File: src/rtl/mem_access_ctrl_pkg.sv
// Shared definitions for the MEM-stage load/store initiator.
// Contents: op encodings, controller state enum, op classification helpers,
// and the sub-word alignment check used by both the fault logic and the bench.
package mem_access_ctrl_pkg;

    typedef enum logic [2:0] {
        OP_LW  = 3'd0,
        OP_LH  = 3'd1,
        OP_LHU = 3'd2,
        OP_LB  = 3'd3,
        OP_LBU = 3'd4,
        OP_SW  = 3'd5,
        OP_SH  = 3'd6,
        OP_SB  = 3'd7
    } mem_op_e;

    typedef enum logic {
        ST_IDLE   = 1'b0,
        ST_RMW_WR = 1'b1
    } mac_state_e;

    function automatic logic is_load(input mem_op_e op);
        return (op == OP_LW) || (op == OP_LH) || (op == OP_LHU) ||
               (op == OP_LB) || (op == OP_LBU);
    endfunction

    function automatic logic is_store(input mem_op_e op);
        return (op == OP_SW) || (op == OP_SH) || (op == OP_SB);
    endfunction

    function automatic logic is_sub_store(input mem_op_e op);
        return (op == OP_SH) || (op == OP_SB);
    endfunction

    // Word ops need addr[1:0]==0, half ops need addr[0]==0, byte ops never fault here.
    function automatic logic is_misaligned(input mem_op_e op, input logic [1:0] lane);
        logic r;
        r = 1'b0;
        case (op)
            OP_LW, OP_SW:          r = (lane != 2'b00);
            OP_LH, OP_LHU, OP_SH:  r = lane[0];
            default:               r = 1'b0;
        endcase
        return r;
    endfunction

endpackage

File: src/rtl/mem_access_ctrl_load_extend.sv
// Load lane extraction and extension (purely combinational).
// Ports:
//   i_word  - 32-bit word read from data memory
//   i_lane  - byte address bits [1:0] of the load
//   i_op    - load op (LW/LH/LHU/LB/LBU); any other op yields 0
//   o_data  - extended load data
module load_extend
    import mem_access_ctrl_pkg::*;
(
    input  logic [31:0] i_word,
    input  logic [1:0]  i_lane,
    input  logic [2:0]  i_op,
    output logic [31:0] o_data
);

    logic [7:0]  w_byte;
    logic [15:0] w_half;

    // Little-endian lanes: byte k at [8k+7:8k], half h at [16h+15:16h].
    assign w_byte = i_word[{i_lane, 3'b000} +: 8];
    assign w_half = i_word[{i_lane[1], 4'b0000} +: 16];

    always_comb begin
        o_data = 32'd0;
        case (mem_op_e'(i_op))
            OP_LW:   o_data = i_word;
            OP_LH:   o_data = {{16{w_half[15]}}, w_half};
            OP_LHU:  o_data = {16'd0, w_half};
            OP_LB:   o_data = {{24{w_byte[7]}}, w_byte};
            OP_LBU:  o_data = {24'd0, w_byte};
            default: o_data = 32'd0;
        endcase
    end

endmodule

File: src/rtl/mem_access_ctrl.sv
// MEM-stage load/store initiator for a word-wide data memory with
// combinational read and posedge word write.
// Loads, SW and faults complete in one cycle; SH/SB use a two-cycle
// read-modify-write and stall upstream through o_busy while writing back.
// Ports:
//   i_clk, i_reset       - clock, synchronous active-high reset
//   i_req_*              - request (valid, op, byte addr, store data, pc)
//   o_busy               - stall, high while the merged word is being written
//   o_rsp_*              - registered completion pulse, load data, fault flags
//   o_dm_* / i_dm_rd     - data memory interface
module mem_access_ctrl
    import mem_access_ctrl_pkg::*;
#(
    parameter int DM_DEPTH = 1024,
    parameter int ADDR_W   = 32
) (
    input  logic              i_clk,
    input  logic              i_reset,
    input  logic              i_req_valid,
    input  logic [2:0]        i_req_op,
    input  logic [ADDR_W-1:0] i_req_addr,
    input  logic [31:0]       i_req_wdata,
    input  logic [31:0]       i_req_pc,
    output logic              o_busy,
    output logic              o_rsp_valid,
    output logic [31:0]       o_rsp_rdata,
    output logic              o_rsp_adel,
    output logic              o_rsp_ades,
    output logic [ADDR_W-1:0] o_dm_addr,
    output logic [31:0]       o_dm_wd,
    output logic              o_dm_re,
    output logic              o_dm_we,
    input  logic [31:0]       i_dm_rd,
    output logic [31:0]       o_dm_pc
);

    localparam logic [ADDR_W-1:0] DM_BYTES = ADDR_W'(DM_DEPTH * 4);

    mac_state_e        r_state;
    logic [31:0]       r_merge;
    logic [ADDR_W-1:0] r_addr;
    logic [31:0]       r_pc;
    logic              r_rsp_valid;
    logic [31:0]       r_rsp_rdata;
    logic              r_rsp_adel;
    logic              r_rsp_ades;

    mem_op_e           w_op;
    logic [1:0]        w_lane;
    logic              w_accept;
    logic              w_fault;
    logic [ADDR_W-1:0] w_word_addr;
    logic [31:0]       w_load_data;
    logic [31:0]       w_merge;

    assign w_op        = mem_op_e'(i_req_op);
    assign w_lane      = i_req_addr[1:0];
    assign w_accept    = (r_state == ST_IDLE) && i_req_valid;
    assign w_fault     = is_misaligned(w_op, w_lane) || (i_req_addr >= DM_BYTES);
    assign w_word_addr = {i_req_addr[ADDR_W-1:2], 2'b00};

    load_extend u_load_extend (
        .i_word (i_dm_rd),
        .i_lane (w_lane),
        .i_op   (i_req_op),
        .o_data (w_load_data)
    );

    // Store lane merged over the word read in the first RMW cycle.
    always_comb begin
        w_merge = i_dm_rd;
        if (w_op == OP_SB) begin
            w_merge[{w_lane, 3'b000} +: 8] = i_req_wdata[7:0];
        end else if (w_op == OP_SH) begin
            w_merge[{w_lane[1], 4'b0000} +: 16] = i_req_wdata[15:0];
        end
    end

    // Both enables are forced low during reset so an in-flight RMW write is dropped.
    // dm_re only ever fires in IDLE and dm_we in IDLE only for SW, so they never overlap.
    assign o_dm_re = !i_reset && w_accept && !w_fault &&
                     (is_load(w_op) || is_sub_store(w_op));
    assign o_dm_we = !i_reset &&
                     ((r_state == ST_RMW_WR) || (w_accept && !w_fault && (w_op == OP_SW)));

    assign o_busy    = (r_state == ST_RMW_WR);
    assign o_dm_addr = (r_state == ST_RMW_WR) ? r_addr  : w_word_addr;
    assign o_dm_wd   = (r_state == ST_RMW_WR) ? r_merge : i_req_wdata;
    assign o_dm_pc   = (r_state == ST_RMW_WR) ? r_pc    : i_req_pc;

    always_ff @(posedge i_clk) begin
        if (i_reset) begin
            r_state     <= ST_IDLE;
            r_merge     <= 32'd0;
            r_addr      <= '0;
            r_pc        <= 32'd0;
            r_rsp_valid <= 1'b0;
            r_rsp_rdata <= 32'd0;
            r_rsp_adel  <= 1'b0;
            r_rsp_ades  <= 1'b0;
        end else begin
            r_rsp_valid <= 1'b0;
            r_rsp_rdata <= 32'd0;
            r_rsp_adel  <= 1'b0;
            r_rsp_ades  <= 1'b0;
            case (r_state)
                ST_IDLE: begin
                    if (i_req_valid) begin
                        if (w_fault) begin
                            r_rsp_valid <= 1'b1;
                            r_rsp_adel  <= is_load(w_op);
                            r_rsp_ades  <= is_store(w_op);
                        end else if (is_load(w_op)) begin
                            r_rsp_valid <= 1'b1;
                            r_rsp_rdata <= w_load_data;
                        end else if (w_op == OP_SW) begin
                            r_rsp_valid <= 1'b1;
                        end else begin
                            r_merge <= w_merge;
                            r_addr  <= w_word_addr;
                            r_pc    <= i_req_pc;
                            r_state <= ST_RMW_WR;
                        end
                    end
                end
                ST_RMW_WR: begin
                    r_rsp_valid <= 1'b1;
                    r_state     <= ST_IDLE;
                end
                default: r_state <= ST_IDLE;
            endcase
        end
    end

    assign o_rsp_valid = r_rsp_valid;
    assign o_rsp_rdata = r_rsp_rdata;
    assign o_rsp_adel  = r_rsp_adel;
    assign o_rsp_ades  = r_rsp_ades;

endmodule

File: config.mk
export PLATFORM = sky130hd
export DESIGN_NAME = mem_access_ctrl
export DESIGN_NICKNAME = d
export VERILOG_FILES = /design/src/rtl/mem_access_ctrl_pkg.sv /design/src/rtl/mem_access_ctrl_load_extend.sv /design/src/rtl/mem_access_ctrl.sv
export SDC_FILE = /design/constraint.sdc
export NUM_CORES = 1
export LEC_CHECK = 0
export CORE_MARGIN = 3
export CORE_UTILIZATION = 45
export DETAILED_ROUTE_END_ITERATION = 12
export GPL_TIMING_DRIVEN = 0
export PLACE_DENSITY = 0.85
export REMOVE_ABC_BUFFERS = 1
export SLEW_MARGIN = 20
export SYNTH_ARGS = -nofsm -noshare
export SYNTH_HDL_FRONTEND = slang
export SYNTH_SLANG_ARGS = --single-unit
File: constraint.sdc
create_clock -name i_clk -period 6.35 [get_ports i_clk]
set_input_delay 1.27 -clock i_clk [delete_from_list [all_inputs] [get_ports i_clk]]
set_output_delay 1.27 -clock i_clk [all_outputs]
set_load 0.05 [all_outputs]
# Word-level counts from Yosys, hierarchy flattened
# Cells that the tools add are included.
# op_classes
addsub,2
order_cmp,1
n_eq_ne,7
n_shift,6
muxes,19
bitwise,5
reduce_logical,26
# op_table
cell,n
32-bit two-way mux,5
32-bit case mux with 5 select lines,1
32-bit bitwise mux,2
"32-bit by 13-bit >= comparator with 1-bit output, second input constant",1
"16-bit by 7-bit variable shift with 32-bit output, first input constant",1
"8-bit by 7-bit variable shift with 32-bit output, first input constant",1
16-bit by 7-bit variable part select with 32-bit output,1
32-bit by 6-bit variable part select with 16-bit output,1
32-bit by 6-bit variable part select with 8-bit output,1
8-bit by 7-bit variable part select with 32-bit output,1
5-bit negator with 7-bit output,2
"3-bit equality test, second input constant",4
1-bit logical OR,10
1-bit two-way mux,8
1-bit logical AND,7
"3-bit by 2-bit equality test with 1-bit output, second input constant",2
1-bit case mux with 2 select lines,3
1-bit NOT,5
5-bit AND reduction,1
5-bit OR reduction,1
4-bit OR reduction,1
"3-bit by 1-bit equality test with 1-bit output, second input constant",1
3-bit zero test,1
3-bit OR reduction,1
3 further kinds,4
# totals
reg_bits,130
in_bits,134
output_inout_bits,134

# Depth between registers and ports, before layout
# Gate-level depths: netlist (run 1).
# logic_depth
word_depth,9
mapped_depth,11
depth_no_buf,7

# Modules after synthesis
# Synthesis (run 1) repeated with hierarchy kept, for this count alone.
# hier_totals
hier_cells,770
area_unflattened_um2,6730.2
# modules_own_cells
mod,instances,cells_each,area_each_um2
mem_access_ctrl,1,663,5963.2
load_extend,1,107,767.0

# Least setup slack after synthesis (run 1)
# OpenSTA, ideal clock, no wires.
# synth_path
path_kind,in2out
start,input port i_req_addr[1]
end,output port o_dm_re
t_arrival_ps,4145
slack_ps,935
path_stages,10
n_path_buf,3
path_cell_list,buf_2 > buf_1 > inv_1 > ha_1 > nor4b_1 > nand4_1 > o211a_1 > buf_2 > nand2_1 > a211oi_1
# synth_via
elab_chain_len,6
# synth_rtl
item,line_no,source
"start, declared",mem_access_ctrl.sv:21,"input logic [ADDR_W-1:0] i_req_addr,"
"parallel branches: the longest is 2 deep, another holds 32-bit by 13-bit >= comparator with 1-bit output",-,
1-bit logical OR *,mem_access_ctrl.sv:59,"assign w_fault = is_misaligned(w_op, w_lane) || (i_req_addr >= DM_BYTES);"
1-bit zero test *,mem_access_ctrl.sv:81,assign o_dm_re = !i_reset && w_accept && !w_fault &&
1-bit logical AND * (2 in a row),mem_access_ctrl.sv:81,
"end, declared",mem_access_ctrl.sv:31,"output logic o_dm_re,"
# Mark *: on every way between the ends.

# Worst setup path after layout (run 1)
# layout_path
start,input port i_req_addr[0]
end,output port o_dm_re
# The elaborated chain is that of the path after synthesis.

==> qor.yml, run 1 <==
routing:
  drc: 0
  drt-wirelength-per-cell_um: 18.4
  vias: 7560
  first_pass_iters: 5
  final_antenna_net_count: 0
  via_per_inst: 5.77
  drt-total-wl_um: 24100
  first_iter_violations: 558
timing:
  rsz0062_at_grt: "no"
  fin_worst_skew_ns: 0.00962
  finalSetupViolCount: 0
  min_period_ns: 5.83
  slew_headroom_pct: 35.4
  tns_ns: 0
  period_share_pct: 91.9
  worst_pin_slew_ns: 0.967
  slew_viol_final: 0
  hold_ws_ns: 0.454
  fmax_ghz: 0.171
  hold_viol_final: 0
setup_path:
  critPathBufInv: 3
  cp.arrival_ns: 4.56
  slowest_delay_ns: 0.88
  end_kind: "output pin"
  r2r_slack_ns: 3.90
  worstReg2RegEnd: "r_merge[8]"
  path_cells: "clkdlybuf4s50_1 > inv_1 > ha_1 > nor4_1 > a31oi_1 > o211a_4 > nand2_1 > a211oi_1 > clkdlybuf4s50_1"
  start_kind: "input pin"
  r2r_start: "o_busy"
  cpLargestDelayFamily: "buffers and inverters"
  worst_path_max_delay_cell: "clkdlybuf4s50_1"
  path_depth: 9
  required_ns: 5.08
  crit_top_cell: "clkdlybuf4s50_1"
  crit_fanout: 27
  r2r_cells: 4
  criticalPathCategory: "input pin to output pin"
finish:
  layoutNonFillerInstCount: 1311
  area_delta_synth_final_pct: 46.7
  drive_gt1_share_pct: 15.5
  fin_nets: 1225
  final_common_cell: "clkdlybuf4s50_1"
  fin_util_pct: 68.8
  final_cell_mix: "clkdlybuf4s50_1 (262), dfxtp_1 (129), a21oi_1 (104)"
  diodes: 0
yosys:
  yosys_register_bits: 130
  synth-edff-count: 0
  synth_flop_cell: "dfxtp_1"
  synth-async-reset-ratio_pct: 0
  yosysSeqAreaShare_pct: 35.8
  syn_avg_cell_area_sq_um: 8.36
  syn_area_sq_mm: 0.00726
  synth_warnings: 0
  ys_types: 50
  synth_cells: 869
global_routing:
  first_global_vias: 7288
  grt-ovfl-total: 0
  antenna_found_initial: 0
  grt_pass1_wl_um: 38400
  grt_usage_pct: 26.5
  grt_start_max_net_pins: 75
clock_network:
  cts_setup_buffers: 0
  clk_latency_ns: 0.42
  postCtsHoldBufs: 0
  clk_pin_slew_worst_paths_ns: 0.06
  htree_levels: 4
  cts_tree: "yes"
  ctsResizeCount: 0
  cts_sinks: 130
  cts_root_buf: "clkbuf_16"
  clk_path_buf_depth: 2
  cts_buffers: 17
floorplan:
  design.core.area_sq_mm: 0.0155
  io_pins: 268
  dieArea_sq_mm: 0.0177
  num_rows: 45
  die_w_um: 133
  initial_core_util_pct: 46.9
  fp.dieH_um: 133
hold_path:
  min_from: "r_addr[14]"
  holdPathStages: 1
  hold_class: "flop to flop"
  holdPathEnd: "r_addr[14]"
placement:
  hpwl_um: 17100
  place_inst: 1279
  gp_congestion: 0.867
  portBuffers: 265
power:
  power_density_mw_per_mm2: 221
  peakVddDrop_uv: 165
  total_power_mw: 2.35
  power.leakage_nw: 3.77
job:
  cap_violations: 0
run_status:
  outcome: "complete, no violations"
## final cells by class
cell class	count	area, sq um
fillers	1231	4830
multi-input cells	636	4220
repair buffers	282	2860
flip-flops and latches	130	2610
clock buffers	18	429
well taps	211	264
clock inverters	14	204
inverters	20	75.1
## logic make-up (layout without fill, tap and decap cells)
kind of cell	Yosys count	count (layout)	synth area share (%)
AOI/OAI and AO/OA	291	291	23.3
and+or+nand+nor	227	227	16.2
DFF	130	130	35.8
muxes	112	112	17.4
buffers and inverters	104	334	6.49
adders and majority gates	4	4	0.689
other	1	2	0.0516
## synthesized netlist by cell type, types with 11 or more instances
library cell  number  area (sq um)
dfxtp_1          130          2600
a21oi_1          106           531
mux2_2           103          1160
o21ai_0           66           330
nand3_1           61           305
clkbuf_1          52           195
nor2_1            52           195
o21ai_1           49           245
nand2_1           30           113
and2_1            21           131
inv_1             20          75.1
nor2b_1           17           106
a22o_1            16           140
nor3_1            16          80.1
a221oi_1          14           123
buf_1             12          45.0
a211oi_1          11          82.6
## worst reg2reg max path: stages (launching register included)
cell and delay, ns:
dfxtp_4 0.52, nand2b_1 0.31, nor4_4 0.66, nand2_1 0.56
o21ai_1 0.31
## metal layers
layer  global-route usage, %  share of wire [%]
met5                       0                  0
met4                    12.1                3.9
met1                    34.0                 42
met2                    41.7                 46
met3                    7.11                8.1
## flip-flops by register name (all words and copies together) (netlist names)
| register | cells |
|---|---|
| o_rsp_rdata | 32 |
| o_rsp_valid | 1 |
| r_addr | 30 |
| o_rsp_ades | 1 |
| o_busy | 1 |
| o_rsp_adel | 1 |
| r_merge | 32 |
| r_pc | 32 |
## worst max path at each step
stage             endpoint     startpoint  slack (ns)
5_1_grt            o_dm_re  i_req_addr[0]        0.33
2_1_floorplan      o_dm_re  i_req_addr[0]        0.77
3_5_place_dp       o_dm_re  i_req_addr[0]        0.57
6_report           o_dm_re  i_req_addr[0]        0.52
3_3_place_gp   r_merge[16]  i_req_addr[1]       -2.59
4_1_cts            o_dm_re  i_req_addr[0]        0.56
## report_power, final
part           switching, mW  leakage (nW)  internal, mW
sequential          0.000199          1.05         0.816
clock                  0.383         0.298         0.663
combinational          0.287          2.42         0.202
total                  0.670          3.77          1.68
## per-stage QoR
step	cell area (sq um)	setup WS (ns)
after global placement	9790	-2.59
after global routing	10700	0.326
final	10700	0.516
after floorplan	6870	0.768
after detailed placement	10000	0.574
after CTS	10600	0.564
Power figures use the tool's default switching activity.
==> inputs of run 2 (changes only) <==
--- a/config.mk
+++ b/config.mk
@@ -7,6 +7,7 @@
 export LEC_CHECK = 0
 export CORE_MARGIN = 3
 export CORE_UTILIZATION = 45
+export CTS_CLUSTER_SIZE = 40
 export DETAILED_ROUTE_END_ITERATION = 12
 export GPL_TIMING_DRIVEN = 0
 export PLACE_DENSITY = 0.85
==> results of run 2 <==
The final DEF is identical to that of run 1; final timing and power are the same.
==> inputs of run 3 (changes only) <==
--- a/config.mk
+++ b/config.mk
@@ -6,11 +6,11 @@
 export NUM_CORES = 1
 export LEC_CHECK = 0
 export CORE_MARGIN = 3
-export CORE_UTILIZATION = 45
+export CORE_UTILIZATION = 33
 export CTS_CLUSTER_SIZE = 40
 export DETAILED_ROUTE_END_ITERATION = 12
 export GPL_TIMING_DRIVEN = 0
-export PLACE_DENSITY = 0.85
+export PLACE_DENSITY = 0.66
 export REMOVE_ABC_BUFFERS = 1
 export SLEW_MARGIN = 20
 export SYNTH_ARGS = -nofsm -noshare
==> run 3 against run 2 <==
Fmax decreased by 2.8%. Flip-flop and latch count stayed put. Sequential share of layout area fell by 0.094 points. Count of clock-buffer cells in the layout rose by 1. First-iteration DRC count fell by 8.6%. Final cell count up 4.9%. Power is 1.6% lower. Critical endpoint unchanged.
==> qor.yml, run 3 (synthesis results as in run 1) <==
run_status:
  outcome: "complete, no violations"
setup_path:
  cpLargestDelayFamily: "buffers and inverters"
  criticalPathCategory: "input pin to output pin"
  worst_path_max_delay_cell: "clkdlybuf4s50_1"
  worstReg2RegEnd: "r_merge[25]"
  slowest_delay_ns: 0.88  # about the same
  start_kind: "input pin"
  critPathBufInv: 3  # unchanged
  r2r_cells: 5  # +1
  path_cells: "clkdlybuf4s50_1 > inv_1 > ha_1 > nor4_1 > a31oi_1 > o211a_4 > nand2_1 > a211oi_1 > clkdlybuf4s50_1"
  r2r_slack_ns: 3.78  # -0.12 ns
  crit_fanout: 28  # +3.7%
  crit_top_cell: "clkdlybuf4s50_1"
  r2r_start: "o_busy"
  cp.arrival_ns: 4.73  # +0.17 ns
  end_kind: "output pin"
  required_ns: 5.08  # about the same
routing:
  drt-wirelength-per-cell_um: 18.5  # +0.78%
  via_per_inst: 5.34  # -7.4%
  final_antenna_net_count: 0  # unchanged
  drc: 0  # unchanged
  drt-total-wl_um: 25500  # +5.7%
  vias: 7343  # -2.9%
  first_pass_iters: 5  # unchanged
  first_iter_violations: 510  # -8.6%
floorplan:
  die_w_um: 154  # +16%
  io_pins: 268  # unchanged
  design.core.area_sq_mm: 0.0214  # +38%
  initial_core_util_pct: 34.0  # -13 points
  dieArea_sq_mm: 0.0238  # +35%
  fp.dieH_um: 154  # +16%
  num_rows: 53  # +18%
global_routing:
  grt_pass1_wl_um: 39500  # +2.7%
  grt_usage_pct: 20.4  # -6.1 points
  first_global_vias: 6920  # -5.0%
  grt-ovfl-total: 0  # unchanged
  antenna_found_initial: 0  # unchanged
  grt_start_max_net_pins: 75  # unchanged
timing:
  slew_headroom_pct: 34.5  # -0.90 points
  worst_pin_slew_ns: 0.980  # +0.0128 ns
  min_period_ns: 6.00  # +0.167 ns
  hold_ws_ns: 0.458  # +0.00360 ns
  rsz0062_at_grt: "no"
  finalSetupViolCount: 0  # unchanged
  setup_ws_ns: 0.349  # -0.167 ns
  fin_worst_skew_ns: 0.0160  # +0.00634 ns
  slew_viol_final: 0  # unchanged
  hold_viol_final: 0  # unchanged
  period_share_pct: 94.5  # +2.6 points
  fmax_ghz: 0.167  # -2.8%
  tns_ns: 0  # unchanged
finish:
  fin_nets: 1225  # unchanged
  drive_gt1_share_pct: 15.5  # +0.091 points
  final_common_cell: "clkdlybuf4s50_1"
  fillers: 2036  # +65%
  diodes: 0  # unchanged
  area_delta_synth_final_pct: 47.3
  postLayoutCellArea_sq_mm: 0.0107  # +0.39%
  final_cell_mix: "clkdlybuf4s50_1 (262), dfxtp_1 (129), a21oi_1 (104)"
clock_network:
  cts_root_buf: "clkbuf_16"
  cts_tree: "yes"
  htree_levels: 4  # unchanged
  clk_latency_ns: 0.43  # about the same
  clk_pin_slew_worst_paths_ns: 0.06  # about the same
  cts_setup_buffers: 0  # unchanged
  postCtsHoldBufs: 0  # unchanged
  ctsResizeCount: 0  # unchanged
  clk_path_buf_depth: 2  # unchanged
  cts_sinks: 130  # unchanged
  cts_buffers: 17  # unchanged
power:
  power_density_mw_per_mm2: 216  # -2.0%
  power.leakage_nw: 3.75  # -0.36%
  peakVddDrop_uv: 152  # -8.1%
placement:
  dpl_cell_area_sq_mm: 0.0101  # +0.86%
  gp_congestion: 0.826  # -4.8%
  hpwl_um: 18300  # +6.7%
  portBuffers: 265  # unchanged
  post-place-ws_ns: 0.387  # -0.187 ns
job:
  cap_violations: 0  # unchanged
hold_path:
  holdPathEnd: "r_addr[18]"
  holdPathStages: 1  # unchanged
  hold_class: "flop to flop"
  min_from: "r_addr[18]"
## run 3: cell types whose count changed in the layout (fill, tap and decap cells not counted), sizes merged
cell    previous run  this run
bufinv             4         2
clkinv             4         3
inv               23        25
clkbuf            18        19
## run 3: metal layers
metal	vias to the layer above	global-route usage, %	share of wire (%)
li1	3615	-	-
met5	-	0	0
met4	0	7.61	2.8
met3	38	4.59	6.5
met1	3454	28.1	45
met2	236	31.3	45
## run 3: worst reg2reg max path, stage by stage, from the launching register on
cell      delay (ns)
dfxtp_4         0.52
nand2b_1        0.31
nor4_4          0.71
buf_4           0.35
nand2_1         0.38
o21ai_1         0.24
## run 3: worst max path at each step
stage	slack [ns]	startpoint	cells after the start	end
6_report	0.35	i_req_addr[0]	9	o_dm_re
5_1_grt	0.13	i_req_addr[0]	9	o_dm_re
4_1_cts	0.37	i_req_addr[0]	9	o_dm_re
3_5_place_dp	0.39	i_req_addr[0]	9	o_dm_re
3_3_place_gp	-2.93	i_req_addr[1]	8	r_merge[16]
2_1_floorplan	0.77	i_req_addr[0]	7	o_dm_re
## run 3: power by group
group / switching, mW / internal, mW / leakage [nW]
sequential: 0.000206 / 0.816 / 1.05
clock: 0.402 / 0.606 / 0.287
combinational: 0.288 / 0.201 / 2.42
## run 3: per-stage QoR
step	cells	utilization, %	power, mW
after global placement	1326	46.2	1.30
after floorplan	786	-	1.08
final	1375	50.1	2.31
after global routing	1375	50.1	2.40
after detailed placement	1343	47.3	1.32
after CTS	1375	50.1	2.33
## run 3: cell type report
type | count | area [sq um] | area share (%)
clock buffers | 19 | 453 | 4.23
clock inverters | 13 | 149 | 1.39
inverters | 20 | 75.1 | 0.702
multi-input cells | 636 | 4220 | 39.4
flip-flops and latches | 130 | 2610 | 24.4
well taps | 275 | 344 | 3.22
repair buffers | 282 | 2860 | 26.7
